[config.mk]
export PLATFORM = sky130hd
export DESIGN_NAME = dm_arbiter
export DESIGN_NICKNAME = d
export VERILOG_FILES = /design/src/rtl/dm_arbiter.sv
export SDC_FILE = /design/constraint.sdc
export NUM_CORES = 1
export LEC_CHECK = 0
export BUFFER_PORTS_ARGS = -buffer_cell sky130_fd_sc_hd__buf_2
export CORE_ASPECT_RATIO = 1.75
export CORE_MARGIN = 8
export CORE_UTILIZATION = 38
export CTS_BUF_LIST = sky130_fd_sc_hd__clkbuf_4
export CTS_CLUSTER_SIZE = 30
export DETAILED_ROUTE_END_ITERATION = 6
export PLACE_DENSITY = 0.79
export SYNTH_ARGS = -nofsm -noshare
export SYNTH_HDL_FRONTEND = slang
export SYNTH_SLANG_ARGS = --single-unit
[constraint.sdc]
create_clock -name clk -period 2.95 [get_ports clk]
set_input_delay 0.7375 -clock clk [delete_from_list [all_inputs] [get_ports clk]]
set_output_delay 0.7375 -clock clk [all_outputs]
set_load 0.02 [all_outputs]
[src/rtl/dm_arbiter.sv]
// dm_arbiter: two-master round-robin arbiter with bounded lock in front of the data memory.
// Defining DM_ARB_STATS_EN adds saturating grant/conflict/misalignment statistics counters.
module dm_arbiter #(
  parameter int MAX_BURST = 4,
  parameter int HOLD_W    = 3
) (
  input  logic        clk,
  input  logic        reset,
  input  logic        m0_req,
  input  logic        m1_req,
  input  logic        m0_lock,
  input  logic        m1_lock,
  input  logic        m0_we,
  input  logic        m1_we,
  input  logic [1:0]  m0_size,
  input  logic [1:0]  m1_size,
  input  logic [31:0] m0_addr,
  input  logic [31:0] m1_addr,
  input  logic [31:0] m0_wdata,
  input  logic [31:0] m1_wdata,
  output logic        m0_gnt,
  output logic        m1_gnt,
  output logic        m0_rvalid,
  output logic        m1_rvalid,
  output logic [31:0] m0_rdata,
  output logic [31:0] m1_rdata,
  output logic        m0_err,
  output logic        m1_err,
  output logic        dm_we,
  output logic [3:0]  dm_be,
  output logic [31:0] dm_addr,
  output logic [31:0] dm_wd,
  input  logic [31:0] dm_rd
`ifdef DM_ARB_STATS_EN
  ,
  output logic [31:0] stat_gnt0,
  output logic [31:0] stat_gnt1,
  output logic [31:0] stat_conflict,
  output logic [15:0] stat_misalign
`endif
);

  typedef enum logic [1:0] {IDLE, OWN0, OWN1} state_t;

  state_t            state;
  logic              last_gnt;
  logic [HOLD_W-1:0] hold_cnt;

  logic        own0_ok;
  logic        own1_ok;
  logic        any_gnt;
  logic        sel_we;
  logic        sel_lock;
  logic [1:0]  sel_size;
  logic [31:0] sel_addr;
  logic [31:0] sel_wdata;
  logic        sel_mis;
  logic        ld_ok;

  logic        m0_vld_p1;
  logic        m1_vld_p1;
  logic        m0_err_p1;
  logic        m1_err_p1;
  logic [31:0] m0_rdata_p1;
  logic [31:0] m1_rdata_p1;

  function automatic logic is_misaligned(input logic [1:0] size, input logic [1:0] off);
    case (size)
      2'd0:    is_misaligned = 1'b0;
      2'd1:    is_misaligned = off[0];
      default: is_misaligned = (off != 2'd0);
    endcase
  endfunction

  function automatic logic [3:0] byte_enables(input logic [1:0] size, input logic [1:0] off);
    case (size)
      2'd0:    byte_enables = 4'b0001 << off;
      2'd1:    byte_enables = off[1] ? 4'b1100 : 4'b0011;
      default: byte_enables = 4'b1111;
    endcase
  endfunction

  // Move the addressed lane down to bit 0 and zero-extend to the access size.
  function automatic logic [31:0] align_load(input logic [31:0] word, input logic [1:0] size,
                                             input logic [1:0] off);
    logic [31:0] shifted;
    shifted = word >> {off, 3'b000};
    case (size)
      2'd0:    align_load = {24'h000000, shifted[7:0]};
      2'd1:    align_load = {16'h0000, shifted[15:0]};
      default: align_load = shifted;
    endcase
  endfunction

  // Grant selection: an owner keeps the bus unless the other master has waited a full burst.
  always_comb begin
    m0_gnt  = 1'b0;
    m1_gnt  = 1'b0;
    own0_ok = (state == OWN0) && m0_req && (!m1_req || (hold_cnt < HOLD_W'(MAX_BURST)));
    own1_ok = (state == OWN1) && m1_req && (!m0_req || (hold_cnt < HOLD_W'(MAX_BURST)));
    if (own0_ok) begin
      m0_gnt = 1'b1;
    end else if (own1_ok) begin
      m1_gnt = 1'b1;
    end else if (m0_req && m1_req) begin
      if (last_gnt) m0_gnt = 1'b1;
      else          m1_gnt = 1'b1;
    end else if (m0_req) begin
      m0_gnt = 1'b1;
    end else if (m1_req) begin
      m1_gnt = 1'b1;
    end
  end

  always_comb begin
    any_gnt   = m0_gnt | m1_gnt;
    sel_we    = m1_gnt ? m1_we    : m0_we;
    sel_lock  = m1_gnt ? m1_lock  : m0_lock;
    sel_size  = m1_gnt ? m1_size  : m0_size;
    sel_addr  = m1_gnt ? m1_addr  : m0_addr;
    sel_wdata = m1_gnt ? m1_wdata : m0_wdata;
    sel_mis   = any_gnt && is_misaligned(sel_size, sel_addr[1:0]);
    ld_ok     = any_gnt && !sel_we && !sel_mis;
    dm_we     = any_gnt && sel_we && !sel_mis;
    dm_be     = (any_gnt && !sel_mis) ? byte_enables(sel_size, sel_addr[1:0]) : 4'b0000;
    dm_addr   = sel_addr;
    dm_wd     = sel_wdata;
  end

  // Stage p0 -> p1: arbitration state and registered load/error returns.
  always_ff @(posedge clk) begin
    if (reset) begin
      state       <= IDLE;
      last_gnt    <= 1'b1;
      hold_cnt    <= '0;
      m0_vld_p1   <= 1'b0;
      m1_vld_p1   <= 1'b0;
      m0_err_p1   <= 1'b0;
      m1_err_p1   <= 1'b0;
      m0_rdata_p1 <= 32'h0;
      m1_rdata_p1 <= 32'h0;
    end else begin
      m0_vld_p1 <= ld_ok && m0_gnt;
      m1_vld_p1 <= ld_ok && m1_gnt;
      m0_err_p1 <= sel_mis && m0_gnt;
      m1_err_p1 <= sel_mis && m1_gnt;
      if (ld_ok && m0_gnt) m0_rdata_p1 <= align_load(dm_rd, sel_size, sel_addr[1:0]);
      if (ld_ok && m1_gnt) m1_rdata_p1 <= align_load(dm_rd, sel_size, sel_addr[1:0]);

      if (any_gnt) last_gnt <= m1_gnt;

      if (any_gnt && sel_lock) begin
        state <= m1_gnt ? OWN1 : OWN0;
        if (state == (m1_gnt ? OWN1 : OWN0)) begin
          // Saturate so an uncontested owner never wraps back below the limit.
          if (hold_cnt < HOLD_W'(MAX_BURST)) hold_cnt <= hold_cnt + 1'b1;
        end else begin
          hold_cnt <= HOLD_W'(1);
        end
      end else begin
        state    <= IDLE;
        hold_cnt <= '0;
      end
    end
  end

  assign m0_rvalid = m0_vld_p1;
  assign m1_rvalid = m1_vld_p1;
  assign m0_err    = m0_err_p1;
  assign m1_err    = m1_err_p1;
  assign m0_rdata  = m0_rdata_p1;
  assign m1_rdata  = m1_rdata_p1;

`ifdef DM_ARB_STATS_EN
  function automatic logic [31:0] sat_inc32(input logic [31:0] v);
    sat_inc32 = (v == 32'hFFFF_FFFF) ? v : v + 32'd1;
  endfunction

  function automatic logic [15:0] sat_inc16(input logic [15:0] v);
    sat_inc16 = (v == 16'hFFFF) ? v : v + 16'd1;
  endfunction

  always_ff @(posedge clk) begin
    if (reset) begin
      stat_gnt0     <= 32'h0;
      stat_gnt1     <= 32'h0;
      stat_conflict <= 32'h0;
      stat_misalign <= 16'h0;
    end else begin
      if (m0_gnt)            stat_gnt0     <= sat_inc32(stat_gnt0);
      if (m1_gnt)            stat_gnt1     <= sat_inc32(stat_gnt1);
      if (m0_req && m1_req)  stat_conflict <= sat_inc32(stat_conflict);
      if (sel_mis)           stat_misalign <= sat_inc16(stat_misalign);
    end
  end
`endif

endmodule

==> summary.md <==
| Metric | Value |
|---|---|
| Outcome | `finished with violations` |
| Failing checks | `setup timing` |
| Post-Syn Instances | `598` |
| Crit Reg-Reg Startpoint | `hold_cnt[2]` |
| Sequential Area | `1490 µm²` |
| Crit start category | `register` |
| Sw Share | `0.371` |
| Power share of the clock group | `0.254` |
| Crit Path Class | `register to primary output` |
| Final min period | `2.97 ns` |
| Placed Area | `6000 µm²` |
| Final global-route overflow total | `0` |
| Worst setup endpoint | `dm_be[3]` |
| Drt via density | `5.17` |
| Die Area | `14,900 µm²` |
| LEAKAGE | `3.28 nW` |
| CTS tree | `yes` |
| Clk_skew | `0.0183 ns` |
| DPL Wire Length | `15,800 µm` |
| Routed wire length | `19,300 µm` |
| Grt peak-use layer | `met2` |
| DIE WIDTH | `95.7 µm` |
| Total Power | `0.00259 W` |
| Layout Cells excl Fill | `1,042` |
| Die Ht | `155 µm` |
| P_sw | `0.000961 W` |
| DRT Pass-1 Iters | `5` |
| Unique masters post-synth | `42` |
| # H-tree levels | `3` |
| Detailed Route Iter0 Violations | `349` |
| IO Pins | `311` |
| Total clock sinks | `74` |
| Top_reg_cell synth | `dfxtp_1` |
| Antenna viol nets, final | `0` |
| Crit-path max FO | `6` |
| Clock buffer count from CTS | `9` |
| Crit path required time | `2.21 ns` |
| Met1 usage | `0.283` |
| Max-cap violations | `0` |
| Layout cells sized above 1 | `0.419` |
| Mapped Area | `4220 µm²` |
| Fin Hold WS | `0.460 ns` |
| Final Net Count | `1,075` |
| Sequential area share after synthesis | `0.351` |
| Clock latency at the later pin of the worst-skew pair | `0.44 ns` |
| Int Power | `0.00163 W` |
| Max Slew Vio Count | `0` |
| FF+latch count, synth | `74` |
| Max clock buf depth | `2` |
| First-pass GRT wire length | `28,100 µm` |
| Site Rows | `51` |
| Final instance area | `6270 µm²` |
| Syn Nets | `771` |
| Synth-to-layout area growth | `48.6%` |
| Final Setup Violations | `1` |
| Tcrit/Tclk final | `1.01` |
| Cell area power density | `413 nW/µm²` |
| Final worst slack | `-0.0156 ns` |
| Worst setup path start | `hold_cnt[2]` |
| Comb pwr share | `0.343` |
| Hold Vio Cnt, Final | `0` |
| GR Util met3 | `0.0825` |
| Root buffer cell | `clkbuf_4` |
| Placed insts | `1,018` |
| Filler Cell Count | `1,083` |
| Post-synth EDFFs | `0` |
| # DRC | `0` |
| Synthesis warning total | `0` |
| Largest net degree at the start of global routing | `68` |
| Core area | `11,000 µm²` |
| Routability cong. | `0.871` |
| Setup crit end kind | `primary output` |
| Multi-input logic area | `2630 µm²` |
| Tot GR Track Use | `0.248` |
| Flop pwr share | `0.402` |
| IO buf count | `310` |
| Peak Freq | `337 MHz` |
| Vias in the first global route | `5,354` |
| Initial core utilization | `0.385` |
| Unrepaired setup endpoints after global routing | `true` |
| R2R Setup Slk | `0.59 ns` |
| Worst-Margin Slew | `0.576 ns` |
| Maximum VDD drop | `0.272 mV` |
| Worst rel slew slack | `0.614` |
| Worst min-delay path class | `register to register` |
| Met2 global-route usage | `0.404` |
| Asr flop ratio synth | `0` |
| Initial antenna violation count | `4` |
| Clk slew on worst S/H paths | `0.13 ns` |
| Final Util | `0.571` |
| Synthesized area per cell | `7.06 µm²` |
| Routed len/inst | `18.6 µm` |
| Reg-to-reg critical path endpoint | `m1_rdata[0]` |
| Vias | `5,391` |
| Worst Path Arrival | `2.23 ns` |
| Reg2reg path depth | `8` |
synth_stat cells (2+ instances only):
library cell / number / area share
nor3b_1: 3 / 0.0053
o2bb2ai_1: 17 / 0.035
nand3b_1: 17 / 0.030
nor4_1: 2 / 0.0030
nor2b_1: 4 / 0.0059
dfxtp_1: 74 / 0.35
mux2_2: 2 / 0.0053
o21a_1: 2 / 0.0036
a21oi_1: 35 / 0.042
or3_1: 5 / 0.0074
nor2_1: 42 / 0.037
buf_2: 9 / 0.011
mux2i_4: 2 / 0.011
inv_2: 3 / 0.0027
o21ai_0: 10 / 0.012
buf_6: 3 / 0.0080
o221ai_1: 16 / 0.033
nor3_1: 4 / 0.0047
or2_2: 2 / 0.0030
nand3_1: 19 / 0.023
clkbuf_1: 29 / 0.026
mux2i_1: 21 / 0.050
xnor2_1: 2 / 0.0042
nand2_1: 230 / 0.20
buf_1: 2 / 0.0018
nand2b_1: 11 / 0.016
a211oi_1: 17 / 0.030
worst min path at each step:
stage                 start      endpoint  slack [ns]  cells past startpoint
5_1_grt        m1_rdata[21]  m1_rdata[21]        0.49                      1
3_5_place_dp   m0_rdata[26]  m0_rdata[26]        0.44                      2
4_1_cts        m0_rdata[26]  m0_rdata[26]        0.46                      2
6_report       m0_rdata[28]  m0_rdata[28]        0.46                      2
3_3_place_gp   m0_rdata[24]  m0_rdata[24]        0.44                      2
2_1_floorplan      last_gnt      last_gnt        0.49                      2
critical path, cell delays in order, from the launching register on:
cell,delay (ns)
dfxtp_4,0.39
o21ba_4,0.20
o221ai_4,0.23
buf_12,0.16
mux2i_4,0.25
inv_4,0.12
a221oi_4,0.30
buf_6,0.15
per-layer routing:
metal / wire length [µm] / vias to the layer above
met5: 13 / -
met2: 9360 / 299
met4: 542 / 2
met3: 1940 / 35
met1: 7470 / 2417
li1: - / 2638
state kept, by name, indices dropped and copies added (netlist names):
register,count
m1_rdata,32
state,2
last_gnt,1
hold_cnt,3
m1_rvalid,1
m0_rdata,32
m0_rvalid,1
m0_err,1
m1_err,1
placed cells by master, fill, tap and decap left out, types with 2 or more instances in the layout:
cell type | netlist | routed
buf_6 | 3 | 5
clkinvlp_4 | 0 | 3
nand3b_1 | 17 | 17
o21a_1 | 2 | 2
mux2i_4 | 2 | 3
buf_12 | 0 | 2
nor2_1 | 42 | 41
buf_4 | 1 | 23
nand2b_1 | 11 | 11
o2bb2ai_1 | 17 | 17
clkbuf_4 | 0 | 9
nor3b_1 | 3 | 3
nor3_4 | 0 | 3
a21oi_1 | 35 | 35
o21ai_0 | 10 | 10
nor4_1 | 2 | 2
or3_1 | 5 | 5
diode_2 | 0 | 3
nand3_1 | 19 | 19
mux2i_1 | 21 | 20
nand2_1 | 230 | 228
nor2b_1 | 4 | 4
a211oi_1 | 17 | 16
dfxtp_2 | 0 | 2
dfxtp_1 | 74 | 71
buf_2 | 9 | 306
mux2_2 | 2 | 2
inv_2 | 3 | 2
o221ai_1 | 16 | 16
final cells by class:
cell class | count | area share
repair buffers | 337 | 0.289
inverters | 5 | 0.00339
clock buffers | 9 | 0.0108
clock inverters | 7 | 0.0124
multi-input cells | 475 | 0.419
flip-flops and latches | 74 | 0.237
well taps | 132 | 0.0263
diodes | 3 | 0.00120
power by group through the flow:
| stage | Combinational (W) | Sequential, W | Clock, W |
|---|---|---|---|
| global placement | 0.000856 | 0.00106 | 0 |
| floorplan | 0.000477 | 0.00109 | 0 |
| global route | 0.000960 | 0.00105 | 0.000720 |
| detailed placement | 0.000864 | 0.00106 | 0 |
| CTS | 0.000888 | 0.00104 | 0.000670 |
| finish | 0.000890 | 0.00104 | 0.000659 |
what timing repair did:
item / CTS / global route
endpoints found under the setup margin: 70 / 15
gates resized for setup: 22 / 3
buffers inserted: 4 / 1
pin swaps: 6 / 0
hold buffers: 0 / 0
hold endpoints to repair: 0 / 0
metrics by stage:
| stage | setup TNS (ns) | setup WS (ns) |
|---|---|---|
| after floorplan | 0 | 0.000356 |
| after global placement | -0.00994 | -0.00994 |
| after detailed placement | -0.0125 | -0.0125 |
| after CTS | -0.0779 | -0.0468 |
| after global routing | -0.532 | -0.133 |
| final | -0.0156 | -0.0156 |
logic make-up after synthesis:
logic type / synth area share
flip-flops: 0.351
adder cells (fa/ha/maj): 0.00296
buffers and inverters: 0.0525
AO/OA/AOI/OAI: 0.170
multiplexers: 0.0658
XOR/XNOR: 0.00415
AND/OR/NAND/NOR: 0.354
No activity file was read; power rests on OpenSTA's default activity.
